===== config.mk =====
export PLATFORM = sky130hd
export DESIGN_NAME = id_decode_ctrl
export DESIGN_NICKNAME = d
export VERILOG_FILES = /design/src/rtl/id_decode_ctrl.sv
export SDC_FILE = /design/constraint.sdc
export NUM_CORES = 1
export LEC_CHECK = 0
export CAP_MARGIN = 20
export CELL_PAD_IN_SITES_DETAIL_PLACEMENT = 1
export CELL_PAD_IN_SITES_GLOBAL_PLACEMENT = 2
export CORE_MARGIN = 5
export CORE_UTILIZATION = 33
export CTS_BUF_LIST = sky130_fd_sc_hd__clkbuf_2 sky130_fd_sc_hd__clkbuf_4 sky130_fd_sc_hd__clkbuf_8
export DETAILED_ROUTE_END_ITERATION = 6
export GPL_ROUTABILITY_DRIVEN = 0
export PLACE_DENSITY = 0.92
export SLEW_MARGIN = 5
export SYNTH_ARGS = -nofsm -noshare
export SYNTH_HDL_FRONTEND = slang
export SYNTH_SLANG_ARGS = --single-unit

===== constraint.sdc =====
create_clock -name clk -period 10.3 [get_ports clk]
set_clock_uncertainty 0.15 [all_clocks]
set_input_delay 1.03 -clock clk [delete_from_list [all_inputs] [get_ports clk]]
set_output_delay 1.03 -clock clk [all_outputs]
set_load 0.01 [all_outputs]

===== src/rtl/id_decode_ctrl.sv =====
// Decode-stage front controller: classifies fetched instructions, drives the sext block,
// and buffers decoded entries (output + skid) toward EX over valid/ready.
module id_decode_ctrl #(
    parameter int              XLEN     = 32,
    parameter logic [XLEN-1:0] RESET_PC = '0
) (
    input  logic            clk,
    input  logic            rst,
    input  logic            flush_i,
    input  logic            if_valid_i,
    output logic            if_ready_o,
    input  logic [XLEN-1:0] if_inst_i,
    input  logic [XLEN-1:0] if_pc_i,
    output logic [24:0]     sext_imm_o,
    output logic [2:0]      sext_type_o,
    output logic            sext_shift_o,
    input  logic [XLEN-1:0] sext_out_i,
    input  logic            ex_ready_i,
    output logic            id_valid_o,
    output logic [XLEN-1:0] id_pc_o,
    output logic [2:0]      id_inst_type_o,
    output logic [XLEN-1:0] id_imm_o,
    output logic [4:0]      id_rd_o,
    output logic [4:0]      id_rs1_o,
    output logic [4:0]      id_rs2_o,
    output logic            id_illegal_o
);

    localparam logic [2:0] INST_R = 3'd0;
    localparam logic [2:0] INST_I = 3'd1;
    localparam logic [2:0] INST_S = 3'd2;
    localparam logic [2:0] INST_B = 3'd3;
    localparam logic [2:0] INST_U = 3'd4;
    localparam logic [2:0] INST_J = 3'd5;

    typedef enum logic [1:0] {
        ST_EMPTY = 2'd0,
        ST_ONE   = 2'd1,
        ST_TWO   = 2'd2
    } state_t;

    typedef struct packed {
        logic [XLEN-1:0] pc;
        logic [2:0]      itype;
        logic [XLEN-1:0] imm;
        logic [4:0]      rd;
        logic [4:0]      rs1;
        logic [4:0]      rs2;
        logic            illegal;
    } entry_t;

    state_t state_q, state_d;
    entry_t out_q, out_d;
    entry_t skid_q, skid_d;
    logic   valid_q, valid_d;
    logic   ready_q, ready_d;

    logic [6:0] opcode;
    logic [2:0] funct3;
    logic [2:0] dec_type;
    logic       dec_shift;
    logic       dec_illegal;
    logic       accept;
    entry_t     new_entry;

    assign opcode = if_inst_i[6:0];
    assign funct3 = if_inst_i[14:12];

    always_comb begin
        dec_type    = INST_R;
        dec_shift   = 1'b0;
        dec_illegal = 1'b0;
        case (opcode)
            7'b0010011: begin
                dec_type  = INST_I;
                dec_shift = (funct3 == 3'b001) || (funct3 == 3'b101);
            end
            7'b0000011, 7'b1100111, 7'b1110011: dec_type = INST_I;
            7'b0100011:                         dec_type = INST_S;
            7'b1100011:                         dec_type = INST_B;
            7'b0110111, 7'b0010111:             dec_type = INST_U;
            7'b1101111:                         dec_type = INST_J;
            7'b0110011:                         dec_type = INST_R;
            default:                            dec_illegal = 1'b1;
        endcase
    end

    assign sext_imm_o   = if_inst_i[31:7];
    assign sext_type_o  = dec_type;
    assign sext_shift_o = dec_shift;

    assign accept = if_valid_i & ready_q & ~flush_i;

    always_comb begin
        new_entry.pc      = if_pc_i;
        new_entry.itype   = dec_type;
        new_entry.imm     = sext_out_i;
        new_entry.rd      = if_inst_i[11:7];
        new_entry.rs1     = if_inst_i[19:15];
        new_entry.rs2     = if_inst_i[24:20];
        new_entry.illegal = dec_illegal;
    end

    // The output register only changes on a load, so id_* hold while EX stalls.
    always_comb begin
        state_d = state_q;
        out_d   = out_q;
        skid_d  = skid_q;
        if (flush_i) begin
            state_d = ST_EMPTY;
        end else begin
            case (state_q)
                ST_EMPTY: begin
                    if (accept) begin
                        out_d   = new_entry;
                        state_d = ST_ONE;
                    end
                end
                ST_ONE: begin
                    if (ex_ready_i) begin
                        if (accept) begin
                            out_d = new_entry;
                        end else begin
                            state_d = ST_EMPTY;
                        end
                    end else if (accept) begin
                        skid_d  = new_entry;
                        state_d = ST_TWO;
                    end
                end
                ST_TWO: begin
                    if (ex_ready_i) begin
                        out_d   = skid_q;
                        state_d = ST_ONE;
                    end
                end
                default: state_d = ST_EMPTY;
            endcase
        end
        valid_d = (state_d != ST_EMPTY);
        ready_d = (state_d != ST_TWO);
    end

    always_ff @(posedge clk or posedge rst) begin
        if (rst) begin
            state_q    <= ST_EMPTY;
            out_q      <= '0;
            out_q.pc   <= RESET_PC;
            skid_q     <= '0;
            valid_q    <= 1'b0;
            ready_q    <= 1'b1;
        end else begin
            state_q    <= state_d;
            out_q      <= out_d;
            skid_q     <= skid_d;
            valid_q    <= valid_d;
            ready_q    <= ready_d;
        end
    end

    assign if_ready_o     = ready_q;
    assign id_valid_o     = valid_q;
    assign id_pc_o        = out_q.pc;
    assign id_inst_type_o = out_q.itype;
    assign id_imm_o       = out_q.imm;
    assign id_rd_o        = out_q.rd;
    assign id_rs1_o       = out_q.rs1;
    assign id_rs2_o       = out_q.rs2;
    assign id_illegal_o   = out_q.illegal;

endmodule


==> results of run 1 <==
-- kinds of logic (layout without fill, tap and decap cells) --
logic type,after synthesis,after routing,synth area share
simple gates,266,266,0.142
xor+xnor,2,2,0.00234
mux,84,84,0.150
buf+inv,74,240,0.0588
flops,170,170,0.568
compound gates,93,93,0.0784
-- synth_stat cells (all sizes together), types with 2 or more instances --
cell type    n
dfrtp      169
nand2      162
nor2        87
mux2        83
a31oi       81
buf         50
clkbuf      21
a21oi        4
inv          3
nand2b       3
nand4bb      3
nor2b        3
nand4b       2
o22ai        2
-- flip-flops by register name (all words and copies together), names as in the netlist --
signal          flops
skid_q             83
id_imm_o           32
id_pc_o            32
id_rd_o             5
id_rs1_o            5
id_rs2_o            5
id_inst_type_o      3
state_q             2
id_illegal_o        1
id_valid_o          1
if_ready_o          1
-- report_power, final --
part           internal, uW  switching (uW)
clock                   189             287
combinational           273             167
sequential              818            83.8
total                  1280             538
-- path summary, 6_finish.rpt --
check                                   from        endpoint  slack, ns  depth (start not counted)
min in group asynchronous                rst     id_imm_o[9]       0.98                          2
worst min register to register     skid_q[0]       skid_q[0]       0.35                          1
worst min-delay path               skid_q[0]       skid_q[0]       0.35                          1
worst max-delay path            if_inst_i[1]  sext_type_o[1]       6.23                          4
worst max register to register    state_q[1]      skid_q[10]       7.43                          4
max in group asynchronous                rst      skid_q[32]       7.45                          3
-- stage by stage --
| step | power (uW) | setup WS, ns | instances |
|---|---|---|---|
| floorplan | 1140 | 4.52 | 689 |
| global placement | 1340 | 6.24 | 1107 |
| detailed placement | 1360 | 6.21 | 1108 |
| CTS | 1840 | 6.20 | 1140 |
| global route | 1920 | 6.05 | 1140 |
| finish | 1820 | 6.23 | 1140 |
-- area by class of cell --
| type | instances | area (um2) |
|---|---|---|
| Multi-Input combinational cell | 445 | 2830 |
| Inverter | 3 | 16.3 |
| Tap cell | 285 | 357 |
| Fill cell | 2452 | 12600 |
| Sequential cell | 170 | 4260 |
| Clock buffer | 18 | 248 |
| Timing Repair Buffer | 205 | 2050 |
| Clock inverter | 14 | 150 |
-- layer usage --
metal,global-route usage,part of all wire
met5,0,0
met4,0.0329,0.0093
met3,0.0570,0.066
met2,0.258,0.48
met1,0.196,0.44
==> run_results.csv, run 1 <==
group,metric,value,unit
global_route,grt-ovfl-total,0,
worst_setup_path,crit_required,9.12,ns
detailed_routing,ant_nets,0,
logic_synthesis,synth_top_cell_by_area,"dfrtp_1",
die,die_area,25800,um2
power_and_ir_drop,power_density,184,nW/um2
logic_synthesis,syn_area,7490,um2
power_and_ir_drop,ir_worst_vdd,0.0855,mV
worst_setup_path,critPathLaunchType,"input port",
global_route,grt_start_max_net_pins,96,
worst_setup_path,critPathMaxStageDelay,0.68,ns
layout,layout_commonest_cell,"clkdlybuf4s50_1",
logic_synthesis,synth_nets,790,
clocking,cts_buffers,17,
worst_setup_path,path_class,"input port to primary output",
logic_synthesis,yosysTopAreaCellShare,0.565,
logic_synthesis,synth_cells,689,
clocking,clk_path_buf_depth,2,
sta,hold_viol,0,
sta,fin_crit,4.07,ns
logic_synthesis,synth-edff-count,0,
worst_setup_path,crit_fanout,4,
sta,max_slew_margin,0.361,
die,design.core.area,22500,um2
clocking,cts_max_level,4,
sta,finalCritPeriodShare,0.395,
worst_setup_path,path_delay_family,"buffers and inverters",
power_and_ir_drop,p_leak,0.00433,uW
sta,timing.fmax,246,MHz
die,die_w,161,um
status,status,"finished, final reports clean",
placed_design,io_buffers,198,
worst_setup_path,critPathBufInv,2,
sta,fin_hold_ws,0.352,ns
logic_synthesis,synth.area.top_cells,"dfrtp_1 56%, mux2_4 9.6%, nand2_1 8.1%",
job,cap_violations,0,
clocking,clk_pin_slew,0.11,ns
logic_synthesis,ys_seq_elements,170,
clocking,cts-resized-gates,0,
logic_synthesis,synth-seq-area-share,0.568,
global_route,grt_pass1_vias,5996,
placed_design,hpwl,13400,um
sta,worst_pin_slew,0.959,ns
layout,diodes,0,
worst_hold_path,hp-class,"register to register",
worst_setup_path,critPathArrivalTime,2.89,ns
detailed_routing,drtIter0Drc,196,
logic_synthesis,synth_cell_types,33,
clocking,ctsHoldBuffers,0,
global_route,antenna_found_initial,0,
clocking,cts_root_buffer,"clkbuf_8",
die,io_pins,215,
layout,nNetsFinal,943,
die,num_rows,55,
detailed_routing,wire_per_inst,17.6,um
layout,fin_area,9900,um2
detailed_routing,viasPerCell,4.84,
detailed_routing,routed_wl,20100,um
layout,final_cell_mix,"198 x clkdlybuf4s50_1, 169 x dfrtp_1, 162 x nand2_1",
logic_synthesis,ys.flop_type,"dfrtp_1",
clocking,clk_latency,0.45,ns
layout,areaGrowthSynthToFinish,32.2,%
layout,fin_util,0.440,
global_route,grtUsageTotal,0.156,
detailed_routing,drc,0,
die,dieHeight,161,um
sta,setup_tns,0,ns
detailed_routing,first_pass_iters,4,
logic_synthesis,synthArstFlopShare,1.00,
clocking,cts_tree,"built",
die,start_util,0.333,
sta,maxSlewViolCount,0,
logic_synthesis,syn_area_per_cell,10.9,um2
clocking,cts_setup_buffers,0,
worst_setup_path,critical_path.slowest_cell,"clkdlybuf4s50_1",
worst_setup_path,cp_cell_sequence,"clkdlybuf4s50_1 > nand4bb_1 > nor3b_1 > clkdlybuf4s50_1",
clocking,cts_num_sinks,170,
global_route,grt_pass1_wl,32600,um
sta,final-setup-viol-count,0,
sta,rsz0062_at_grt,"false",
placed_design,dpl_cell_area,9500,um2
worst_setup_path,crit_path_end_kind,"primary output",
logic_synthesis,yosys_warnings,0,
layout,drive_gt1_frac,0.151,
worst_setup_path,cp_common_cell,"clkdlybuf4s50_1",
detailed_routing,num_vias,5514,
No activity file was read; power rests on OpenSTA's default activity.
==> run 2: changes to the inputs <==
--- a/config.mk
+++ b/config.mk
@@ -9,11 +9,11 @@
 export CELL_PAD_IN_SITES_DETAIL_PLACEMENT = 1
 export CELL_PAD_IN_SITES_GLOBAL_PLACEMENT = 2
 export CORE_MARGIN = 5
-export CORE_UTILIZATION = 33
+export CORE_UTILIZATION = 31
 export CTS_BUF_LIST = sky130_fd_sc_hd__clkbuf_2 sky130_fd_sc_hd__clkbuf_4 sky130_fd_sc_hd__clkbuf_8
 export DETAILED_ROUTE_END_ITERATION = 6
 export GPL_ROUTABILITY_DRIVEN = 0
-export PLACE_DENSITY = 0.92
+export PLACE_DENSITY = 0.87
 export SLEW_MARGIN = 5
 export SYNTH_ARGS = -nofsm -noshare
 export SYNTH_HDL_FRONTEND = slang
==> constraint.sdc (replaced) <==
create_clock -name clk -period 4.05 [get_ports clk]
set_clock_uncertainty 0.15 [all_clocks]
set_input_delay 0.405 -clock clk [delete_from_list [all_inputs] [get_ports clk]]
set_output_delay 0.405 -clock clk [all_outputs]
set_load 0.01 [all_outputs]
==> run_results.csv, run 2 (synthesis results as in run 1) <==
group,metric,value,unit
status,status,"finished, final reports clean",
global_route,grt_start_max_net_pins,103,
global_route,grtUsageTotal,0.155,
sta,setup_tns,0,ns
sta,finalCritPeriodShare,0.721,
worst_hold_path,hp-class,"input port to asynchronous set/reset pin",
sta,layout_setup_ws,1.13,ns
worst_setup_path,critical_path.slowest_cell,"clkdlybuf4s50_1",
worst_setup_path,critPathLaunchType,"input port",
clocking,clk_path_buf_depth,2,
sta,timing.fmax,343,MHz
global_route,antenna_found_initial,1,
worst_setup_path,critPathArrivalTime,2.36,ns
worst_setup_path,crit_fanout,4,
worst_setup_path,r2r_start,"state_q[1]",
sta,hold_viol,0,
clocking,cts_buffers,17,
die,die_area,27400,um2
layout,seq_area,4260,um2
layout,drive_gt1_frac,0.153,
placed_design,io_buffers,198,
layout,finalNonFillerCells,1176,
clocking,cts_max_level,4,
worst_setup_path,critPathMaxStageDelay,0.67,ns
die,design.core.area,23600,um2
worst_setup_path,crit_required,3.49,ns
job,cap_violations,0,
global_route,grt-ovfl-total,0,
power_and_ir_drop,power_density,467,nW/um2
detailed_routing,wire_per_inst,17.6,um
sta,maxSlewViolCount,0,
detailed_routing,ant_nets,0,
power_and_ir_drop,total_power,4670,uW
layout,largest_reg_flops,83,
layout,final_cell_mix,"198 x clkdlybuf4s50_1, 169 x dfrtp_1, 162 x nand2_1",
worst_setup_path,reg2reg_depth,5,
die,start_util,0.317,
global_route,grt_pass1_wl,33200,um
detailed_routing,viasPerCell,4.74,
detailed_routing,routed_wl,20700,um
sta,fin_hold_ws,0.270,ns
sta,final-setup-viol-count,0,
sta,rsz0062_at_grt,"false",
worst_setup_path,crit_path_end_kind,"primary output",
clocking,cts_root_buffer,"clkbuf_8",
die,dieHeight,165,um
layout,areaGrowthSynthToFinish,33.5,%
placed_design,dp.cells,1144,
die,die_w,165,um
clocking,clk_latency,0.45,ns
worst_setup_path,path_class,"input port to primary output",
detailed_routing,num_vias,5573,
detailed_routing,first_pass_iters,4,
worst_setup_path,r2r-end,"id_imm_o[4]",
layout,final.fill_count,2624,
worst_setup_path,regToRegSetupSlack,1.70,ns
layout,diodes,0,
layout,top_register,"skid_q",
placed_design,place_ws,1.13,ns
clocking,cts_num_sinks,170,
layout,multi_input_area,2830,um2
sta,fin_crit,2.92,ns
sta,max_slew_margin,0.431,
power_and_ir_drop,p_leak,0.00436,uW
die,num_rows,56,
power_and_ir_drop,ir_worst_vdd,0.171,mV
global_route,grt_pass1_vias,6093,
worst_setup_path,cp_common_cell,"clkdlybuf4s50_1",
layout,layout_commonest_cell,"clkdlybuf4s50_1",
placed_design,hpwl,13700,um
detailed_routing,drtIter0Drc,279,
clocking,cts_tree,"built",
detailed_routing,drc,0,
clocking,ctsHoldBuffers,0,
layout,nNetsFinal,945,
clocking,clk_pin_slew,0.10,ns
clocking,cts-resized-gates,0,
die,io_pins,215,
sta,worst_pin_slew,0.854,ns
clocking,cts_setup_buffers,0,
worst_setup_path,cp_cell_sequence,"clkdlybuf4s50_1 > nand4bb_1 > o22ai_1 > clkdlybuf4s50_1",
==> run 2: worst max-delay path by stage <==
stage            startpoint             end  slack, ns  cells past startpoint
3_3_place_gp   if_inst_i[3]  sext_type_o[0]       1.13                      4
2_1_floorplan           rst    id_illegal_o       1.33                      1
3_5_place_dp   if_inst_i[3]  sext_type_o[0]       1.13                      4
6_report       if_inst_i[3]  sext_type_o[0]       1.13                      4
5_1_grt        if_inst_i[3]  sext_type_o[0]       0.99                      4
4_1_cts        if_inst_i[3]  sext_type_o[0]       1.13                      4
==> run 2: area by class of cell <==
| type | count | area share |
|---|---|---|
| clock buffers | 18 | 0.0248 |
| clock inverters | 14 | 0.0150 |
| inverters | 3 | 0.00150 |
| multi-input cells | 445 | 0.283 |
| flip-flops and latches | 170 | 0.426 |
| well taps | 319 | 0.0399 |
| repair buffers | 207 | 0.210 |
==> run 2: routing by layer <==
metal / track usage / up-vias / part of all wire
li1: - / 2624 / -
met1: 0.203 / 2797 / 0.45
met2: 0.247 / 133 / 0.46
met3: 0.0526 / 17 / 0.074
met4: 0.0401 / 2 / 0.011
met5: 0 / - / 0.00063
==> run 2: worst max-delay path: cells and delay by family <==
family	cells	cell delay [ns]
compound gates	1	0.55
buf+inv	2	1.13
simple gates	1	0.28
==> run 2: where the power goes <==
part	switching, uW	internal, uW	leakage (uW)
Clock	712	534	0.000207
Sequential	214	2080	0.00199
Combinational	426	699	0.00216
==> run 2: metrics by stage <==
stage,area (um2),utilization
2_1_floorplan,7490,-
3_3_place_gp,9600,0.406
3_5_place_dp,9600,0.406
4_1_cts,9990,0.423
5_1_grt,9990,0.423
6_report,9990,0.423
